===== config.mk =====
export PLATFORM = sky130hd
export DESIGN_NAME = sm_addsub_seq
export DESIGN_NICKNAME = d
export VERILOG_FILES = /design/src/rtl/sm_pkg.sv /design/src/rtl/ppa_16bit.sv /design/src/rtl/sm_addsub_seq.sv
export SDC_FILE = /design/constraint.sdc
export NUM_CORES = 1
export LEC_CHECK = 0
export BUFFER_PORTS_ARGS = -buffer_cell sky130_fd_sc_hd__buf_2
export CAP_MARGIN = 5
export CORE_MARGIN = 2
export CORE_UTILIZATION = 40
export DETAILED_ROUTE_END_ITERATION = 8
export GPL_TIMING_DRIVEN = 0
export SETUP_SLACK_MARGIN = 0.4
export SYNTH_ARGS = -nofsm -noshare
export SYNTH_HDL_FRONTEND = slang
export SYNTH_SLANG_ARGS = --single-unit

===== constraint.sdc =====
create_clock -name clk -period 5.4 [get_ports clk]
set_input_delay 0.54 -clock clk [delete_from_list [all_inputs] [get_ports clk]]
set_output_delay 0.54 -clock clk [all_outputs]
set_load 0.005 [all_outputs]

===== src/rtl/sm_pkg.sv =====
// Shared types and constants for the sequential sign-magnitude add/subtract unit.
// Contents: FSM state type, word layout constants, result normalization helper.
package sm_pkg;

  localparam int unsigned WORD_W   = 16;
  localparam int unsigned SIGN_BIT = 15;
  localparam int unsigned MAG_W    = 15;

  typedef enum logic [1:0] {
    IDLE = 2'd0,
    P1   = 2'd1,
    P2   = 2'd2,
    DONE = 2'd3
  } sm_state_t;

  // A zero magnitude without overflow is always reported as +0.
  function automatic logic [WORD_W-1:0] sm_norm(input logic           sign,
                                                input logic [MAG_W-1:0] mag,
                                                input logic           ovf);
    if (!ovf && (mag == '0)) begin
      return '0;
    end
    return {sign, mag};
  endfunction

endpackage


===== src/rtl/ppa_16bit.sv =====
// 16-bit Kogge-Stone parallel-prefix adder with carry-in.
// Ports: a_i, b_i (16-bit operands), cin_i (carry in), sum_o (16-bit sum), cout_o (carry out).
module ppa_16bit (
  input  logic [15:0] a_i,
  input  logic [15:0] b_i,
  input  logic        cin_i,
  output logic [15:0] sum_o,
  output logic        cout_o
);

  logic [15:0] g;
  logic [15:0] p;
  logic [15:0] g_n;
  logic [15:0] p_n;

  // Four prefix levels; carry-in is folded into bit 0's generate so g[i] is the carry out of bit i.
  always_comb begin
    g    = a_i & b_i;
    p    = a_i ^ b_i;
    g[0] = g[0] | (p[0] & cin_i);
    g_n  = g;
    p_n  = p;
    for (int l = 0; l < 4; l++) begin
      g_n = g;
      p_n = p;
      for (int i = 0; i < 16; i++) begin
        if (i >= (1 << l)) begin
          g_n[i] = g[i] | (p[i] & g[i - (1 << l)]);
          p_n[i] = p[i] & p[i - (1 << l)];
        end
      end
      g = g_n;
      p = p_n;
    end
    sum_o  = (a_i ^ b_i) ^ {g[14:0], cin_i};
    cout_o = g[15];
  end

endmodule


===== src/rtl/sm_addsub_seq.sv =====
// Sequential 16-bit sign-magnitude add/subtract; one shared prefix adder run for one or two passes.
// Ports: clk, reset (async, active-high); in_valid/in_ready + a, b, sub (operand side);
//        out_valid/out_ready + result, overflow (result side); busy (not idle).
module sm_addsub_seq
  import sm_pkg::*;
(
  input  logic        clk,
  input  logic        reset,
  input  logic        in_valid,
  output logic        in_ready,
  input  logic [15:0] a,
  input  logic [15:0] b,
  input  logic        sub,
  output logic        out_valid,
  input  logic        out_ready,
  output logic [15:0] result,
  output logic        overflow,
  output logic        busy
);

  sm_state_t         state_q, state_d;
  logic              sa_q, sa_d;
  logic              sb_q, sb_d;
  logic [WORD_W-1:0] ma_q, ma_d;
  logic [WORD_W-1:0] mb_q, mb_d;
  logic [WORD_W-1:0] result_q, result_d;
  logic              overflow_q, overflow_d;
  logic              out_valid_q;
  logic              in_ready_q;
  logic              busy_q;

  logic [WORD_W-1:0] add_x;
  logic [WORD_W-1:0] add_y;
  logic              add_cin;
  logic [WORD_W-1:0] add_sum;
  logic              add_cout;
  logic              same_sign;

  assign same_sign = (sa_q == sb_q);

  // Adder operand mux: mA+mB, mA-mB (P1, signs differ), or mB-mA (P2).
  always_comb begin
    add_x   = ma_q;
    add_y   = mb_q;
    add_cin = 1'b0;
    if (state_q == P2) begin
      add_x   = mb_q;
      add_y   = ~ma_q;
      add_cin = 1'b1;
    end else if (!same_sign) begin
      add_y   = ~mb_q;
      add_cin = 1'b1;
    end
  end

  ppa_16bit u_adder (
    .a_i    (add_x),
    .b_i    (add_y),
    .cin_i  (add_cin),
    .sum_o  (add_sum),
    .cout_o (add_cout)
  );

  // Next-state and datapath register updates.
  always_comb begin
    state_d    = state_q;
    sa_d       = sa_q;
    sb_d       = sb_q;
    ma_d       = ma_q;
    mb_d       = mb_q;
    result_d   = result_q;
    overflow_d = overflow_q;
    case (state_q)
      IDLE: begin
        if (in_valid) begin
          sa_d    = a[SIGN_BIT];
          sb_d    = b[SIGN_BIT] ^ sub;
          ma_d    = {1'b0, a[MAG_W-1:0]};
          mb_d    = {1'b0, b[MAG_W-1:0]};
          state_d = P1;
        end
      end
      P1: begin
        if (same_sign) begin
          result_d   = sm_norm(sa_q, add_sum[MAG_W-1:0], add_sum[SIGN_BIT]);
          overflow_d = add_sum[SIGN_BIT];
          state_d    = DONE;
        end else if (add_cout) begin
          // |A| >= |B|: difference is already non-negative.
          result_d   = sm_norm(sa_q, add_sum[MAG_W-1:0], 1'b0);
          overflow_d = 1'b0;
          state_d    = DONE;
        end else begin
          state_d = P2;
        end
      end
      P2: begin
        result_d   = sm_norm(sb_q, add_sum[MAG_W-1:0], 1'b0);
        overflow_d = 1'b0;
        state_d    = DONE;
      end
      DONE: begin
        if (out_ready) begin
          state_d = IDLE;
        end
      end
      default: begin
        state_d = IDLE;
      end
    endcase
  end

  // State, operand and registered-output flops.
  always_ff @(posedge clk or posedge reset) begin
    if (reset) begin
      state_q     <= IDLE;
      sa_q        <= 1'b0;
      sb_q        <= 1'b0;
      ma_q        <= '0;
      mb_q        <= '0;
      result_q    <= '0;
      overflow_q  <= 1'b0;
      out_valid_q <= 1'b0;
      in_ready_q  <= 1'b1;
      busy_q      <= 1'b0;
    end else begin
      state_q     <= state_d;
      sa_q        <= sa_d;
      sb_q        <= sb_d;
      ma_q        <= ma_d;
      mb_q        <= mb_d;
      result_q    <= result_d;
      overflow_q  <= overflow_d;
      out_valid_q <= (state_d == DONE);
      in_ready_q  <= (state_d == IDLE);
      busy_q      <= (state_d != IDLE);
    end
  end

  assign in_ready  = in_ready_q;
  assign out_valid = out_valid_q;
  assign busy      = busy_q;
  assign result    = result_q;
  assign overflow  = overflow_q;

endmodule


Word level (Yosys, flattened, before mapping)
Cells that the tools add are included.
{"block": "op_classes", "n_shift": 0, "addsub": 0, "n_lt_le_gt_ge": 0, "div_mod_pow": 0, "muxes": 29, "n_reduce_logical": 9, "bitwise": 140, "n_eq_ne": 6, "multipliers": 0}
{"op": "2-to-1 mux 16 bit", "count": 9}
{"op": "bitwise AND 1 bit", "count": 84}
{"op": "bitwise OR 1 bit", "count": 50}
{"op": "NOT 15 -> 16 bit", "count": 2}
{"op": "one-hot mux 16 bit (2 select lines)", "count": 1}
{"op": "bitwise AND 15 x 16 -> 16 bit", "count": 1}
{"op": "bitwise XOR 15 x 16 -> 16 bit", "count": 1}
{"op": "bitwise XOR 16 bit", "count": 1}
{"op": "zero test 15 bit", "count": 1}
{"op": "2-to-1 mux 15 bit", "count": 1}
{"op": "2-to-1 mux 1 bit", "count": 14}
{"op": "one-hot mux 2 bit (4 select lines)", "count": 1}
{"op": "== test 2 bit, second input constant", "count": 3}
{"op": "zero test 2 bit", "count": 2}
{"op": "2-to-1 mux 2 bit", "count": 2}
{"op": "AND reduction 2 bit", "count": 2}
{"op": "nonzero test 2 bit", "count": 2}
{"op": "!= test 3 bit, second input constant", "count": 1}
{"op": "== test 2 x 1 -> 1 bit, second input constant", "count": 1}
{"op": "one-hot mux 1 bit (2 select lines)", "count": 1}
{"op": "== test 1 bit", "count": 1}
{"op": "logical AND 1 bit", "count": 1}
{"op": "zero test 1 bit", "count": 1}
{"op": "bitwise XOR 1 bit", "count": 1}
{"block": "word_totals", "mem_count": 0, "ramBits": 0, "wordCells": 194, "ff_bits": 54, "in_bits": 37, "rom_bits": 0, "latch_bits": 0}

Longest topological paths before layout
Gate-level depths: netlist of the first run.
{"block": "logic_depth", "depth_word": 22, "depth_mapped": 17}

Cells and area by module
From an unflattened synthesis of the first run, not the netlist that was laid out.
{"block": "hier_totals", "cells_unflattened": 346, "area_unflattened_um2": 3443.3}
{"mod": "sm_addsub_seq", "area_per_inst_um2": 2651.3, "cells_per_inst": 241, "instances": 1}
{"mod": "ppa_16bit", "area_per_inst_um2": 792.0, "cells_per_inst": 105, "instances": 1}

Worst setup path before layout of the first run
No wires, ideal clock.
{"block": "synth_path", "kind": "register -> register", "from": "register sb_q", "to": "register result_q[3], in the netlist result[3]", "stages_incl_launch_ff": 17, "synth_period_minus_slack_ns": 4.267, "n_path_buf": 2, "slack_ns": 1.133, "required_ns": 5.275, "setup_ns": 0.125, "arrival_time_ns": 4.142, "cell_sequence": "dfrtp_1 -> xnor2_4 -> clkbuf_1 -> xnor2_1 -> nor2_1 -> a21oi_1 -> ha_1 -> a21oi_1 -> fa_1 -> nor2b_1 -> o31a_1 -> o2111ai_1 -> a211oi_1 -> a211oi_1 -> o21ai_2 -> clkbuf_1 -> mux2_2"}
{"block": "synth_between", "elab_chain_cells": 22, "word_cells_on_any_way": 161}
{"item": "start: declaration", "line": "sm_addsub_seq.sv:23", "text": "logic sb_q, sb_d;"}
{"item": "start signal: assignment", "line": "sm_addsub_seq.sv:118", "text": "sb_q <= 1'b0;"}
{"item": "start signal: assignment", "line": "sm_addsub_seq.sv:129", "text": "sb_q <= sb_d;"}
{"item": "== test 1 bit (*)", "line": "sm_addsub_seq.sv:39", "text": "assign same_sign = (sa_q == sb_q);"}
{"item": "2-to-1 mux 16 bit", "line": "sm_addsub_seq.sv:50", "text": "end else if (!same_sign) begin"}
{"item": "2-to-1 mux 16 bit", "line": "sm_addsub_seq.sv:46", "text": "if (state_q == P2) begin"}
{"item": "bitwise XOR 15 x 16 -> 16 bit", "line": "ppa_16bit.sv:19, ppa_16bit.sv:35"}
{"item": "bitwise AND 1 bit", "line": "ppa_16bit.sv:20", "text": "g[0] = g[0] | (p[0] & cin_i);"}
{"item": "bitwise OR 1 bit", "line": "ppa_16bit.sv:20"}
{"item": "bitwise AND 1 bit", "line": "ppa_16bit.sv:28", "text": "g_n[i] = g[i] | (p[i] & g[i - (1 << l)]);"}
{"item": "bitwise OR 1 bit", "line": "ppa_16bit.sv:28"}
{"item": "[6 not listed]"}
{"item": "2-to-1 mux 1 bit", "line": "sm_pkg.sv:20", "text": "if (!ovf && (mag == '0)) begin"}
{"item": "2-to-1 mux 1 bit", "line": "sm_addsub_seq.sv:88", "text": "end else if (add_cout) begin"}
{"item": "2-to-1 mux 1 bit", "line": "sm_addsub_seq.sv:84", "text": "if (same_sign) begin"}
{"item": "2-to-1 mux 1 bit", "line": "sm_addsub_seq.sv:73", "text": "case (state_q)"}
{"item": "2-to-1 mux 16 bit", "line": "sm_pkg.sv:23", "text": "return {sign, mag};"}
{"item": "2-to-1 mux 16 bit", "line": "sm_addsub_seq.sv:88"}
{"item": "2-to-1 mux 16 bit", "line": "sm_addsub_seq.sv:84"}
{"item": "one-hot mux 16 bit (2 select lines)", "line": "sm_addsub_seq.sv:73"}
{"item": "end signal: assignment", "line": "sm_addsub_seq.sv:132", "text": "result_q <= result_d;"}
{"item": "end: declaration", "line": "sm_addsub_seq.sv:26", "text": "logic [WORD_W-1:0] result_q, result_d;"}
Every way passes the cells marked *; elsewhere a longest branch is shown, timed or not. The select of a mux whose other input is x is not followed.
A chain may end at the register's enable or synchronous reset.

Final worst setup path of the first run
Same ends and word-level chain as after synthesis.

==> results.sh, run 1 <==
export IMPL_outcome="finished, final reports clean"
export IMPL_synth_edf_count=0
export IMPL_dp_cells=516
export IMPL_rows=33
export IMPL_max_freq_mhz=215
export IMPL_drc=0
export IMPL_critical_path_depth=16
export IMPL_yosys_register_bits=54
export IMPL_avgSynthCellArea_um2=9.55
export IMPL_synth_ff_type="dfrtp_1"
export IMPL_finClkSkew_ns=0.0193
export IMPL_antenna_found_initial=0
export IMPL_cp_end_kind="flip-flop"
export IMPL_grt_ovfl_total=0
export IMPL_synth_warning_count=0
export IMPL_area_growth_pct=15.7
export IMPL_drive_gt1_frac=0.278
export IMPL_htree_levels=2
export IMPL_rsz0062_at_grt="false"
export IMPL_fill_cells=804
export IMPL_period_needed_ns=4.65
export IMPL_clkTransAtPathRegs_ns=0.10
export IMPL_cts_root_buf="clkbuf_8"
export IMPL_drt_iter0_markers=138
export IMPL_drv_cap=0
export IMPL_cts_num_sinks=54
export IMPL_slew_headroom=0.634
export IMPL_cpMaxStageDelayCell="dfrtp_1"
export IMPL_via_count=2721
export IMPL_dp_slack_ns=0.302
export IMPL_grt_pass1_wl_um=13200
export IMPL_grt_pass1_vias=2655
export IMPL_grt_util_all_layers=0.185
export IMPL_cp_start_kind="flip-flop"
export IMPL_synth_xor_area_frac=0.0781
export IMPL_ant_nets=0
export IMPL_path_max_fanout=10
export IMPL_path_delay_family="compound AO/OA/AOI/OAI gates"
export IMPL_crit_arrival_ns=4.85
export IMPL_antenna_cells=0
export IMPL_drv_slew=0
export IMPL_synthMuxAreaShare=0.136
export IMPL_fin_crit_sh=0.861
export IMPL_fin_util=0.476
export IMPL_clk_insertion_delay_late_ns=0.31
export IMPL_synth_adder_area_share=0.0614
export IMPL_hold_class="in2async"
export IMPL_cts_tree="yes"
export IMPL_place_congestion=0.842
export IMPL_clk_path_buf_depth=2
export IMPL_tightestPinTransition_ns=0.550
export IMPL_seq_area_frac_synth=0.400
export IMPL_cts_buffers=5
export IMPL_yosysUniqueCellTypes=49
export IMPL_die_w_um=95.9
export IMPL_place_hpwl_um=6010
export IMPL_finalSetupViolations=0
export IMPL_initial_core_util=0.411
export IMPL_yosys_area_share_simple=0.156
export IMPL_crit_type="reg2reg"
export IMPL_synth_top_family_by_area="simple AND/OR/NAND/NOR gates"
export IMPL_grt_max_degree=33
export IMPL_syn_nets=407
export IMPL_wl_um=7660
export IMPL_synth_area_um2=3380
export IMPL_die_h_um=95.9
export IMPL_critical_path_max_stage_delay_ns=0.49
export IMPL_layout_nets=471
export IMPL_post_drt_wl_per_cell_um=14.6
export IMPL_path_cells="xnor2_4 > clkbuf_2 > xnor2_1 > nor2_1 > a21oi_1 > ha_1 > a21oi_1 > fa_1 > nor2b_1 > o31a_1 > o2111ai_1 > a211oi_1 > a211oi_2 > o21ai_4 > clkbuf_2 > mux2_2"
export IMPL_portBuffers=56
export IMPL_synthArstFlopShare=1.00
export IMPL_via_per_inst=5.20
export IMPL_ios=57
export IMPL_die_area_um2=9200
export IMPL_synth_compound_area_frac=0.142
export IMPL_ff2ff_path_depth=16
export IMPL_fin_ws_ns=0.748
export IMPL_synth_cells=354
export IMPL_firstDrtPassIters=4
export IMPL_hold_buffers=0
export IMPL_final_hold_viol_count=0
export IMPL_critPathBufInv=2
export IMPL_final_cell_mix="nand2_1, buf_2, dfrtp_1"
export IMPL_cp_required_ns=5.59
export IMPL_final_setup_tns_ns=0
export IMPL_instances_no_fill=523
export IMPL_core_area_um2=8220
-- cells in the mapped netlist, drive strengths merged, types with 3 or more instances --
cell type / n / share of area
or3: 3 / 0.0056
nor2: 31 / 0.034
nand2: 56 / 0.062
and3: 5 / 0.0093
o21a: 4 / 0.0089
a21o: 3 / 0.0067
clkbuf: 14 / 0.016
a21oi: 30 / 0.044
xnor2: 23 / 0.065
inv: 10 / 0.011
nand2b: 3 / 0.0056
ha: 15 / 0.056
a211oi: 5 / 0.011
nand3: 5 / 0.0074
dfrtp: 53 / 0.39
a31oi: 3 / 0.0056
nor2b: 5 / 0.0093
xor2: 5 / 0.013
o21ai: 9 / 0.014
mux2: 40 / 0.13
-- final cells by class --
class | count | area (µm²) | area share
Multi-Input combinational cell | 276 | 1950 | 0.500
Sequential cell | 54 | 1350 | 0.346
Timing Repair Buffer | 57 | 300 | 0.0768
Tap cell | 105 | 131 | 0.0336
Clock buffer | 7 | 76.3 | 0.0195
Buffer | 14 | 58.8 | 0.0150
Inverter | 10 | 37.5 | 0.00960
-- state kept, by name (all words and copies together) (netlist names) --
register,cells
busy,1
in_ready,1
ma_q,15
mb_q,15
out_valid,1
overflow,1
result,16
sa_q,1
sb_q,1
state_q,2
-- metrics by stage --
| step | hold slack (ns) | cell area (µm²) |
|---|---|---|
| 5_1_grt | 0.292 | 3910 |
| 6_report | 0.255 | 3910 |
| 2_1_floorplan | 0.473 | 3380 |
| 3_3_place_gp | 0.470 | 3790 |
| 3_5_place_dp | 0.467 | 3810 |
| 4_1_cts | 0.268 | 3890 |
-- logic make-up (layout without fill, tap and decap cells) --
logic type | after synthesis | in the layout
simple gates | 118 | 118
compound gates | 73 | 73
flops | 54 | 54
mux | 41 | 41
xor+xnor | 28 | 28
buf+inv | 24 | 88
fa+ha+maj | 16 | 16
-- per-layer routing --
metal,vias up,share of wire,track usage
met3,6,0.042,0.0290
li1,1374,-,-
met1,1282,0.49,0.260
met5,-,0,0
met2,59,0.45,0.301
met4,0,0.011,0.0417
-- path summary, 6_finish.rpt --
check / startpoint / end / slack (ns)
max: sb_q / result[3] / 0.75
min: reset / result[10] / 0.25
max reg2reg: sb_q / result[3] / 0.75
min reg2reg: result[6] / result[6] / 0.49
max in group asynchronous: reset / ma_q[9] / 4.58
min in group clk: a[11] / ma_q[11] / 0.46
-- worst reg2reg max path, delay by kind of cell (launching register included) --
family | cells | cell delay, ns
fa+ha+maj | 2 | 0.80
xor+xnor | 2 | 0.54
compound gates | 7 | 1.40
buf+inv | 2 | 0.68
simple gates | 2 | 0.30
mux | 1 | 0.35
flops | 1 | 0.49
-- what timing repair did --
item,CTS,global route
setup buffers,0,0
endpoints found under the setup margin,6,6
cloned,0,0
gates resized for setup,2,10
Power of run 1 is left out: the tool's default activity adds up to more than one toggle a clock period on the data nets, which glitch-free logic cannot reach.
==> run 2, diff against run 1 <==
--- a/config.mk
+++ b/config.mk
@@ -9,6 +9,7 @@
 export CAP_MARGIN = 5
 export CORE_MARGIN = 2
 export CORE_UTILIZATION = 40
+export CTS_BUF_LIST = sky130_fd_sc_hd__clkbuf_2
 export DETAILED_ROUTE_END_ITERATION = 8
 export GPL_TIMING_DRIVEN = 0
 export SETUP_SLACK_MARGIN = 0.4
==> constraint.sdc (replaced) <==
create_clock -name clk -period 5.4 [get_ports clk]
set_input_delay 1.08 -clock clk [delete_from_list [all_inputs] [get_ports clk]]
set_output_delay 1.08 -clock clk [all_outputs]
set_load 0.005 [all_outputs]
==> run 2 against run 1 <==
Net effect: first-iteration DRC count shrank 15%; critical endpoint unchanged; clock skew grew 0.022 ns; final cell count is the same; highest routed layer unchanged; setup slack gained 0.0069 ns; cell area shrank 1.1%; largest cell class unchanged; register-to-register slack is essentially flat; die area is the same; via count grew 0.37%; maximum frequency grew 0.15%.
==> results.sh, run 2 (synthesis gave the netlist of run 1 again) <==
export IMPL_antenna_found_initial=0
export IMPL_firstDrtPassIters=4
export IMPL_drc=0
export IMPL_final_cell_mix="nand2_1, buf_2, dfrtp_1"
export IMPL_multiInputGateArea_um2=1950
export IMPL_largest_reg_flops=16
export IMPL_path_max_fanout=10
export IMPL_grt_use_met3=0.0266
export IMPL_fin_util=0.471
export IMPL_ios=57
export IMPL_final_setup_tns_ns=0
export IMPL_via_count=2731
export IMPL_core_area_um2=8220
export IMPL_critical_path_max_stage_delay_ns=0.54
export IMPL_hold_depth=1
export IMPL_worstHoldStart="result[6]"
export IMPL_fin_crit_sh=0.860
export IMPL_grt_util_all_layers=0.183
export IMPL_drt_iter0_markers=117
export IMPL_ff2ff_path_depth=16
export IMPL_cts_tree="yes"
export IMPL_grt_pass1_vias=2643
export IMPL_die_area_um2=9200
export IMPL_tightestPinTransition_ns=0.551
export IMPL_seq_area_um2=1350
export IMPL_max_freq_mhz=215
export IMPL_clk_path_buf_depth=2
export IMPL_grt_most_used_layer="met2"
export IMPL_slew_headroom=0.633
export IMPL_finalSetupViolations=0
export IMPL_rows=33
export IMPL_ant_nets=0
export IMPL_crit_arrival_ns=4.99
export IMPL_final_hold_viol_count=0
export IMPL_drv_slew=0
export IMPL_drive_gt1_frac=0.280
export IMPL_outcome="finished, final reports clean"
export IMPL_die_h_um=95.9
export IMPL_initial_core_util=0.411
export IMPL_gr_usage_met1=0.258
export IMPL_cpMaxStageDelayCell="dfrtp_1"
export IMPL_layout_nets=471
export IMPL_cts_buffers=5
export IMPL_path_delay_family="compound AO/OA/AOI/OAI gates"
export IMPL_die_w_um=95.9
export IMPL_post_drt_wl_per_cell_um=14.5
export IMPL_via_per_inst=5.22
export IMPL_worstHoldEndpoint="result[6]"
export IMPL_cts_num_sinks=54
export IMPL_cts_root_buf="clkbuf_2"
export IMPL_htree_levels=2
export IMPL_rsz0062_at_grt="false"
export IMPL_fill_cells=814
export IMPL_clkTransAtPathRegs_ns=0.24
export IMPL_grt_met2_usage=0.297
export IMPL_portBuffers=56
export IMPL_place_hpwl_um=6010
export IMPL_path_cells="xnor2_4 > clkbuf_2 > xnor2_1 > nor2_1 > a21oi_1 > ha_1 > a21oi_1 > fa_1 > nor2b_1 > o31a_1 > o2111ai_1 > a211oi_1 > a211oi_2 > o21ai_4 > clkbuf_2 > mux2_2"
export IMPL_cp_end_kind="flip-flop"
export IMPL_r2r_end="result[3]"
export IMPL_cp_start_kind="flip-flop"
export IMPL_reg2reg_slack_ns=0.75
export IMPL_clk_insertion_delay_late_ns=0.44
export IMPL_drv_cap=0
export IMPL_hold_class="reg2reg"
export IMPL_grt_ovfl_total=0
export IMPL_wl_um=7610
export IMPL_post_cts_buffers=0
export IMPL_finClkSkew_ns=0.0408
export IMPL_regToRegStartpoint="sb_q"
export IMPL_period_needed_ns=4.65
export IMPL_place_congestion=0.842
export IMPL_grt_pass1_wl_um=13100
export IMPL_antenna_cells=0
export IMPL_critPathBufInv=2
export IMPL_crit_type="reg2reg"
export IMPL_area_growth_pct=14.4
export IMPL_cp_required_ns=5.75
export IMPL_grt_max_degree=33
## run 2: cell counts in the layout (fill, tap and decap cells not counted)
No cell type changed its count.
## run 2: through the flow
step           instances  hold slack [ns]  instance area [µm²]  worst slack (ns)
3_3_place_gp         515            0.470                 3790             0.347
5_1_grt              523            0.530                 3870             0.441
3_5_place_dp         516            0.467                 3810             0.302
2_1_floorplan        354            0.473                 3380              1.13
4_1_cts              523            0.519                 3850             0.415
6_report             523            0.522                 3870             0.755
## run 2: worst max path at each step
stage	start	endpoint	slack [ns]	cells past startpoint
3_5_place_dp	sb_q	result[3]	0.30	16
3_3_place_gp	sb_q	result[3]	0.35	16
2_1_floorplan	sb_q	result[3]	1.13	16
5_1_grt	sb_q	result[3]	0.44	16
6_report	sb_q	result[3]	0.75	16
4_1_cts	state_q[1]	result[3]	0.42	15
## run 2: final cells by class
type,instances,area share
well taps,105,0.0340
plain buffers,14,0.0149
inverters,10,0.00971
repair buffers,57,0.0776
multi-input cells,276,0.505
flip-flops and latches,54,0.350
clock buffers,7,0.00906
## run 2: routing by layer
layer  vias up  share of wire  routed length (µm)
li1       1376              -                   -
met1      1293           0.50                3770
met2        53           0.45                3450
met3         9          0.039                 296
met4         0          0.013                  99
met5         -              0                   0
## run 2: timing repair
action,CTS,global route
pin swaps,0,0
endpoints found under the setup margin,4,9
gates resized for setup,1,9
hold buffers,0,0
Power of run 2 is left out for the same reason.
==> run 3, diff against run 2 <==
--- a/config.mk
+++ b/config.mk
@@ -5,11 +5,12 @@
 export SDC_FILE = /design/constraint.sdc
 export NUM_CORES = 1
 export LEC_CHECK = 0
+export ABC_AREA = 1
 export BUFFER_PORTS_ARGS = -buffer_cell sky130_fd_sc_hd__buf_2
 export CAP_MARGIN = 5
 export CORE_MARGIN = 2
 export CORE_UTILIZATION = 40
-export CTS_BUF_LIST = sky130_fd_sc_hd__clkbuf_2
+export CTS_BUF_LIST = sky130_fd_sc_hd__clkbuf_16
 export DETAILED_ROUTE_END_ITERATION = 8
 export GPL_TIMING_DRIVEN = 0
 export SETUP_SLACK_MARGIN = 0.4
==> run 3 against run 2 <==
Net effect: clock-buffer cell count is 2 lower; setup slack better by 0.83 ns; register-to-register slack better by 0.83 ns; flip-flop and latch count stayed put.
==> results.sh, run 3 <==
export IMPL_firstDrtPassIters=4
export IMPL_place_hpwl_um=7000
export IMPL_clkTransAtPathRegs_ns=0.07
export IMPL_via_count=3365
export IMPL_synthTopCellsByCount="nand2_1, o21ai_0, dfrtp_1"
export IMPL_ant_nets=0
export IMPL_rows=34
export IMPL_clk_insertion_delay_late_ns=0.29
export IMPL_synth_area_leader_cell="dfrtp_1"
export IMPL_antenna_cells=0
export IMPL_layout_nets=631
export IMPL_cts_tree="yes"
export IMPL_initial_core_util=0.409
export IMPL_post_cts_resized=0
export IMPL_outcome="finished, final reports clean"
export IMPL_fill_cells=973
export IMPL_synth_ff_type="dfrtp_1"
export IMPL_cts_root_buf="clkbuf_16"
export IMPL_multiInputGateArea_um2=1910
export IMPL_drv_slew=0
export IMPL_synth_area_leaders="dfrtp_1, nand2_1, o21ai_0"
export IMPL_rsz0062_at_grt="false"
export IMPL_portBuffers=56
export IMPL_seq_area_um2=1350
export IMPL_yosysMostFrequentCell="nand2_1"
export IMPL_yosysUniqueCellTypes=32
export IMPL_cp_start_kind="flip-flop"
export IMPL_drt_iter0_markers=168
export IMPL_fin_ws_ns=1.59
export IMPL_period_needed_ns=3.81
export IMPL_cp_required_ns=5.57
export IMPL_grt_pass1_wl_um=15800
export IMPL_syn_nets=567
export IMPL_tightestPinTransition_ns=0.511
export IMPL_placed_area_um2=3990
export IMPL_crit_arrival_ns=3.99
export IMPL_synth_area_um2=3550
export IMPL_clk_path_buf_depth=2
export IMPL_wl_um=8890
export IMPL_synth_cells=514
export IMPL_avgSynthCellArea_um2=6.91
export IMPL_cts_buffers=5
export IMPL_cts_num_sinks=54
export IMPL_drv_cap=0
export IMPL_grt_ovfl_total=0
export IMPL_area_growth_pct=16.8
export IMPL_die_h_um=98.2
export IMPL_hold_buffers=0
export IMPL_finClkSkew_ns=0.00641
export IMPL_slew_headroom=0.659
export IMPL_final_hold_viol_count=0
export IMPL_yosys_register_bits=54
export IMPL_post_drt_wl_per_cell_um=12.9
export IMPL_place_congestion=0.877
export IMPL_fin_util=0.478
export IMPL_crit_type="reg2reg"
export IMPL_dp_slack_ns=1.61
export IMPL_core_area_um2=8680
export IMPL_cp_end_kind="flip-flop"
export IMPL_post_cts_buffers=0
export IMPL_grt_pass1_vias=3386
export IMPL_synthArstFlopShare=1.00
export IMPL_seq_area_frac_synth=0.381
export IMPL_final_common_cell="nand2_1"
export IMPL_htree_levels=2
export IMPL_grt_util_all_layers=0.197
export IMPL_antenna_found_initial=0
export IMPL_via_per_inst=4.90
export IMPL_final_cell_mix="nand2_1, o21ai_0, buf_2"
export IMPL_drive_gt1_frac=0.173
export IMPL_largest_reg_flops=16
export IMPL_die_area_um2=9650
export IMPL_fin_crit_sh=0.706
export IMPL_synth_warning_count=0
export IMPL_hold_class="reg2reg"
export IMPL_grt_max_degree=38
export IMPL_synth_edf_count=0
export IMPL_max_freq_mhz=262
export IMPL_design_area_um2=4150
export IMPL_path_max_fanout=10
export IMPL_drc=0
export IMPL_ios=57
export IMPL_die_w_um=98.2
export IMPL_yosysTopAreaCellShare=0.373
export IMPL_finalSetupViolations=0
export IMPL_final_setup_tns_ns=0
-- run 3: changes by cell type after synthesis, sizes merged, moves of 5 or more --
cell   delta
a21oi    -14
and3      -5
nor2      -8
nor2b     -5
o21ai    +71
nand2   +147
xnor2    -21
nand3    +19
buf       +6
inv      +46
mux2     -40
-- run 3: stage by stage --
step	hold slack, ns	instances
floorplan	0.471	514
global placement	0.461	678
detailed placement	0.465	679
CTS	0.484	687
global route	0.503	687
finish	0.478	687
-- run 3: cell families (layout without fill, tap and decap cells) --
| family | after synthesis | count (layout) | synth area share |
|---|---|---|---|
| adders and majority gates | 16 | 16 | 0.0585 |
| DFF | 54 | 54 | 0.381 |
| and+or+nand+nor | 263 | 263 | 0.309 |
| xor gates and xnor gates | 5 | 5 | 0.0123 |
| buffers and inverters | 74 | 139 | 0.0821 |
| AOI/OAI and AO/OA | 102 | 102 | 0.157 |
-- run 3: cell type report --
class | count | share of cell area
clock buffer | 5 | 0.0301
buffer | 18 | 0.0196
timing repair buffer | 57 | 0.0724
tap | 108 | 0.0326
inverter | 56 | 0.0506
clock inverter | 3 | 0.00904
sequential | 54 | 0.326
multi-input combinational | 386 | 0.460
-- run 3: worst max-delay path, cell delays in order, from the launching register on --
cell      delay, ns
dfrtp_1        0.42
nand2_2        0.20
nand3_2        0.16
inv_1          0.14
clkbuf_1       0.39
o21ai_0        0.17
ha_1           0.30
nand2_1        0.06
nand2_2        0.11
inv_1          0.07
fa_1           0.45
inv_1          0.12
nand3_2        0.08
nand3_2        0.10
nand2_1        0.07
nand2_2        0.08
nand2_2        0.06
nand2_2        0.07
nand2_2        0.06
a31o_4         0.25
buf_2          0.20
nand2_1        0.07
o21ai_1        0.06
-- run 3: worst paths after layout --
path	from	cells after the start	slack, ns	to
max	state_q[1]	22	1.59	result[8]
min in group asynchronous	reset	2	0.77	result[15]
min reg2reg	result[13]	1	0.48	result[13]
max reg2reg	state_q[1]	22	1.59	result[8]
max in group asynchronous	reset	3	4.06	in_ready
min	result[13]	1	0.48	result[13]
-- run 3: per-layer routing --
metal  track usage  vias to the layer above  share of wire
met5             0                        -              0
li1              -                     1773              -
met4        0.0516                        0          0.013
met1         0.271                     1507           0.48
met2         0.324                       78           0.46
met3        0.0315                        7          0.045
Power of run 3 is left out for the same reason.
